**config.mk**
```make
export PLATFORM = sky130hd
export DESIGN_NAME = sensor_seq_gen
export DESIGN_NICKNAME = d
export VERILOG_FILES = /design/src/rtl/sensor_seq_gen_pkg.sv /design/src/rtl/sensor_seq_gen_phase_timer.sv /design/src/rtl/sensor_seq_gen.sv
export SDC_FILE = /design/constraint.sdc
export NUM_CORES = 1
export LEC_CHECK = 0
export BUFFER_PORTS_ARGS = -buffer_cell sky130_fd_sc_hd__buf_4
export CAP_MARGIN = 20
export CORE_MARGIN = 2
export CORE_UTILIZATION = 30
export DETAILED_ROUTE_END_ITERATION = 8
export GPL_ROUTABILITY_DRIVEN = 0
export GPL_TIMING_DRIVEN = 0
export SLEW_MARGIN = 25
export SYNTH_ARGS = -nofsm -noshare
export SYNTH_HDL_FRONTEND = slang
export SYNTH_SLANG_ARGS = --single-unit
```
**constraint.sdc**
```tcl
create_clock -name clk -period 3.8 [get_ports clk]
set_clock_uncertainty 0.15 [all_clocks]
set_input_delay 0.76 -clock clk [delete_from_list [all_inputs] [get_ports clk]]
set_output_delay 0.76 -clock clk [all_outputs]
set_load 0.02 [all_outputs]
```
**src/rtl/sensor_seq_gen_pkg.sv**
```systemverilog
// Shared encodings for the two-sensor pass generator: FSM states, x1/x2 phase
// patterns and direction codes.
package sensor_seq_pkg;

  typedef enum logic [2:0] {
    IDLE  = 3'd0,
    LEAD  = 3'd1,
    BOTH  = 3'd2,
    TRAIL = 3'd3,
    GAP   = 3'd4,
    DONE  = 3'd5
  } state_t;

  // Patterns are packed as {x1, x2}
  localparam logic [1:0] PAT_IDLE = 2'b00;
  localparam logic [1:0] PAT_BOTH = 2'b11;
  localparam logic [1:0] PAT_X1   = 2'b10;
  localparam logic [1:0] PAT_X2   = 2'b01;

  localparam logic DIR_X1_FIRST = 1'b0;
  localparam logic DIR_X2_FIRST = 1'b1;

  function automatic logic [1:0] lead_pat(input logic dir);
    return (dir == DIR_X1_FIRST) ? PAT_X1 : PAT_X2;
  endfunction

  function automatic logic [1:0] trail_pat(input logic dir);
    return (dir == DIR_X1_FIRST) ? PAT_X2 : PAT_X1;
  endfunction

endpackage

```
**src/rtl/sensor_seq_gen_phase_timer.sv**
```systemverilog
// Loadable down-counter timing one sensor phase; expire marks the final cycle
// of the phase (count == 1).
module phase_timer #(
  parameter int HOLD_W = 8
) (
  input  logic              clk,
  input  logic              rst,
  input  logic              load,
  input  logic [HOLD_W-1:0] value,
  input  logic              en,
  output logic              expire
);

  logic [HOLD_W-1:0] count;

  always_ff @(posedge clk) begin
    if (rst) begin
      count <= '0;
    end else if (load) begin
      count <= value;
    end else if (en && (count != '0)) begin
      count <= count - HOLD_W'(1);
    end
  end

  assign expire = (count == HOLD_W'(1));

endmodule

```
**src/rtl/sensor_seq_gen.sv**
```systemverilog
// Emits one x1/x2 vehicle-pass waveform per start request (LEAD, BOTH, TRAIL,
// GAP, each H cycles), with abort and a running count of completed passes.
module sensor_seq_gen
  import sensor_seq_pkg::*;
#(
  parameter int HOLD_W = 8,
  parameter int CNT_W  = 8
) (
  input  logic              clk,
  input  logic              rst,
  input  logic              start,
  input  logic              dir,
  input  logic [HOLD_W-1:0] hold,
  input  logic              abort,
  output logic              x1,
  output logic              x2,
  output logic              busy,
  output logic              done,
  output logic              aborted,
  output logic [CNT_W-1:0]  pass_cnt
);

  state_t            state;
  logic              dir_r;
  logic [HOLD_W-1:0] h_r;
  logic [HOLD_W-1:0] h_in;
  logic              accept;
  logic              in_phase;
  logic              expire;
  logic              t_load;
  logic [HOLD_W-1:0] t_value;

  always_comb begin
    h_in     = (hold == '0) ? HOLD_W'(1) : hold;
    in_phase = (state == LEAD) || (state == BOTH) || (state == TRAIL) || (state == GAP);
    accept   = ((state == IDLE) || (state == DONE)) && start && !abort;
    // Reload on every phase entry; GAP exits to DONE so it needs no reload.
    t_load   = accept || (in_phase && !abort && expire && (state != GAP));
    t_value  = accept ? h_in : h_r;
  end

  phase_timer #(
    .HOLD_W(HOLD_W)
  ) u_timer (
    .clk    (clk),
    .rst    (rst),
    .load   (t_load),
    .value  (t_value),
    .en     (in_phase),
    .expire (expire)
  );

  always_ff @(posedge clk) begin
    if (rst) begin
      state    <= IDLE;
      dir_r    <= DIR_X1_FIRST;
      h_r      <= HOLD_W'(1);
      {x1, x2} <= PAT_IDLE;
      busy     <= 1'b0;
      done     <= 1'b0;
      aborted  <= 1'b0;
      pass_cnt <= '0;
    end else begin
      done    <= 1'b0;
      aborted <= 1'b0;
      case (state)
        IDLE, DONE: begin
          if (accept) begin
            dir_r    <= dir;
            h_r      <= h_in;
            state    <= LEAD;
            {x1, x2} <= lead_pat(dir);
            busy     <= 1'b1;
          end else begin
            state    <= IDLE;
            {x1, x2} <= PAT_IDLE;
            busy     <= 1'b0;
          end
        end
        LEAD, BOTH, TRAIL, GAP: begin
          if (abort) begin
            state    <= IDLE;
            {x1, x2} <= PAT_IDLE;
            busy     <= 1'b0;
            aborted  <= 1'b1;
          end else if (expire) begin
            case (state)
              LEAD: begin
                state    <= BOTH;
                {x1, x2} <= PAT_BOTH;
              end
              BOTH: begin
                state    <= TRAIL;
                {x1, x2} <= trail_pat(dir_r);
              end
              TRAIL: begin
                state    <= GAP;
                {x1, x2} <= PAT_IDLE;
              end
              default: begin
                state    <= DONE;
                {x1, x2} <= PAT_IDLE;
                busy     <= 1'b0;
                done     <= 1'b1;
                pass_cnt <= pass_cnt + CNT_W'(1);
              end
            endcase
          end
        end
        default: begin
          state    <= IDLE;
          {x1, x2} <= PAT_IDLE;
          busy     <= 1'b0;
        end
      endcase
    end
  end

  // Phase changes move one sensor at a time; only abort or reset may drop both.
  a_one_bit_step: assert property (@(posedge clk) disable iff (rst)
    (!aborted && !$past(rst)) |-> ($countones({x1, x2} ^ $past({x1, x2})) <= 1));

  a_done_not_busy: assert property (@(posedge clk) disable iff (rst)
    !(done && (busy || aborted)));

endmodule

```
==> results.tsv <==
metric	value	unit
status	finished clean	
Worst EP arrival	2.10	ns
postcts setup bufs	0	
adder and majority gate portion of the synthesized area	0.0231	
worst path bufs/invs	2	
fin crit period	2.06	ns
Max stage delay cell, worst path	clkbuf_1	
final WL	3.21	mm
Synth area leaders	dfxtp_1 (41%), mux2i_1 (8.6%), nor2_1 (6.0%)	
Synth cell types	43	
Resized Gates After CTS	0	
vias in the first global route	1211	
Hold EP	x2$_SDFFE_PP0P_	
first-pass GRT wire length	5.61	mm
syn_nets	190	
Util after Layout	0.383	
cell with the most instances after synthesis	dfxtp_1	
Core ar.	5170	um^2
area leader, netlist	dfxtp_1	
worst-path cell chain	clkbuf_1 > nor2_1 > nand3_2 > buf_6 > mux2i_1 > nor2_1 > a211oi_1	
initial antenna violation count	0	
largest family of logic cells by synthesized area	simple AND/OR/NAND/NOR gates	
initial drt markers	80	
Syn Area/Cell	9.34	um^2
Final Max Tran Viols	0	
ANT nets after route	0	
Post-Synthesis Cell Area	1630	um^2
first-pass iteration count of the detailed router	4	
reg2reg start	u_timer.count[0]$_SDFFE_PP0P_	
# clock sinks	33	
clk_lat worst skew	0.28	ns
worst hold path class	reg2reg	
CTS tree	done	
Worst Reg-to-Reg Cells	6	
layout cell share with drive strength beyond 1	0.234	
wl on met1	1.63	mm
grt ovf	0	
die height	77.6	um
Crit Path Class	in2reg	
placed cell count	268	
unrepaired setup endpoints after global routing	no	
hpwl dp	2.45	mm
upper clock frequency limit	485	MHz
non-filler cells, final	275	
Simple-Gate Fraction of Synth Area	0.232	
Worst Path Max Fanout	10	
Synth Area in Compound Gates	0.130	
Post-Synthesis Cells	174	
Synth top area share	0.406	
cell family with most CP delay	buffers and inverters	
Setup crit end kind	register	
worst hold path stage count	2	
Max stage delay on crit path	0.36	ns
clk buf depth	2	
crit-path most repeated cell	nor2_1	
Initial Util	0.314	
Final setup violation count	0	
hold_sp	x2$_SDFFE_PP0P_	
depth of the CTS H-tree	2	
top sig layer	met4	
Inserted Clock Buffers	5	
pwr dens	375	nW/um^2
pin count of the biggest net entering global routing	11	
EDFF count, synth	0	
multiplexer area fraction after synthesis	0.0862	
Total GRT Usage	0.118	
ANT cells	0	
period utilization	0.542	
Post-synth top cells	dfxtp_1 (33), nor2_1 (26), mux2i_1 (14)	
DR DRC count	0	
cts hold-fix bufs	0	
Die Wd	77.6	um
register area share after synthesis	0.406	
setup TNS	0	ns
Final Hold Vio Count	0	
Synth Warn #	0	
Wirelength per Cell	11.7	um
worst slew pin tran	0.476	ns
Area Overhead vs Synth	21.8	%
DR WL met2	1.40	mm
R2R setup slack	1.92	ns
Clock Tree Root	clkbuf_8	
prevailing post-synth register cell	dfxtp_1	
max_cap viols	0	
final net count	221	
Post-synth ARST share	0	
slew margin rel.	0.683	
fillcell total	537	
R2R Path End	u_timer.count[5]$_SDFFE_PP0P_	
Die Area	6020	um^2
Static Leak	0.839	nW
Seq cells post-synth	33	
Max VDD drop	0.226	mV
Synth Area in XOR/XNOR	0.0693	
io pins	26	
met3 routed WL	133	um
DR vias	1299	
DR vias/cell	4.72	
Port Buffers	24	
CTS clock-pin slew for the worst setup and hold paths	0.06	ns
Cell Rows	26	
Critical Path RT	3.84	ns
CP startpoint kind	primary input	
-- cells by family (layout without fill, tap and decap cells) --
kind of cell               after synthesis  after routing
AOI/OAI and AO/OA                       28             28
xor gates and xnor gates                12             12
adders and majority gates                3              3
buffers and inverters                   15             46
DFF                                     33             33
muxes                                   14             14
and+or+nand+nor                         69             69
-- final cells by class --
cell class | count | area [um^2] | share of cell area
multi-input combinational | 126 | 878 | 0.444
buffer | 9 | 63.8 | 0.0322
timing repair buffer | 24 | 180 | 0.0910
tap | 70 | 87.6 | 0.0442
clock buffer | 7 | 86.3 | 0.0436
sequential | 33 | 661 | 0.334
inverter | 6 | 22.5 | 0.0114
-- power by group --
group	leakage, nW	internal, mW	switching, mW	total, mW
Sequential	0.269	0.362	0.0126	0.375
Combinational	0.526	0.0502	0.0593	0.109
Clock	0.0443	0.143	0.115	0.259
-- per-stage QoR --
step	instance area, um^2	setup WS (ns)	hold WS [ns]	power (mW)
floorplan	1630	1.72	0.310	0.461
global placement	1890	1.47	0.329	0.492
detailed placement	1890	1.48	0.340	0.493
CTS	1980	1.76	0.349	0.753
global route	1980	1.62	0.376	0.785
finish	1980	1.74	0.348	0.743
-- per-layer routing --
metal | vias to the layer above | GRT usage
met5 | - | 0
met4 | 0 | 0.0429
met3 | 4 | 0.0395
met2 | 19 | 0.175
met1 | 594 | 0.159
li1 | 682 | -
-- how the worst max path moves through the flow --
stage	from	to	cells after the start
6_report	abort	u_timer.count[0]$_SDFFE_PP0P_	7
5_1_grt	abort	u_timer.count[0]$_SDFFE_PP0P_	7
4_1_cts	abort	u_timer.count[0]$_SDFFE_PP0P_	7
3_5_place_dp	abort	u_timer.count[0]$_SDFFE_PP0P_	7
3_3_place_gp	abort	u_timer.count[2]$_SDFFE_PP0P_	6
2_1_floorplan	abort	pass_cnt[4]$_SDFFE_PP0P_	7
-- state kept, by name, summed over array words and instances (netlist names) --
register       count
pass_cnt           8
x2                 1
aborted            1
h_r                8
state              3
x1                 1
busy               1
dir_r              1
u_timer.count      8
done               1
-- tightest hold or removal path, delay by kind of cell (launching register included) --
family / cells / cell delay, ns
flip-flops: 1 / 0.33
AND/OR/NAND/NOR: 1 / 0.07
multiplexers: 1 / 0.07
-- cell usage in the layout (no fill, tap or decap), types with 2 or more instances in the layout --
cell type | netlist | final
a211oi_1 | 3 | 3
a21oi_1 | 10 | 10
a2bb2oi_1 | 4 | 4
and3_1 | 2 | 2
buf_4 | 2 | 26
buf_6 | 3 | 3
clkbuf_1 | 4 | 5
clkbuf_8 | 0 | 6
dfxtp_1 | 33 | 33
ha_1 | 3 | 3
inv_1 | 6 | 6
mux2i_1 | 14 | 14
nand2_1 | 8 | 8
nand4_1 | 5 | 5
nand4b_1 | 2 | 2
nor2_1 | 26 | 26
nor2b_1 | 4 | 4
nor3_1 | 4 | 4
nor3_2 | 4 | 4
nor4_1 | 3 | 3
o32ai_1 | 2 | 2
xnor2_1 | 2 | 2
xor2_1 | 9 | 9
(Power assumes the default switching activity.)
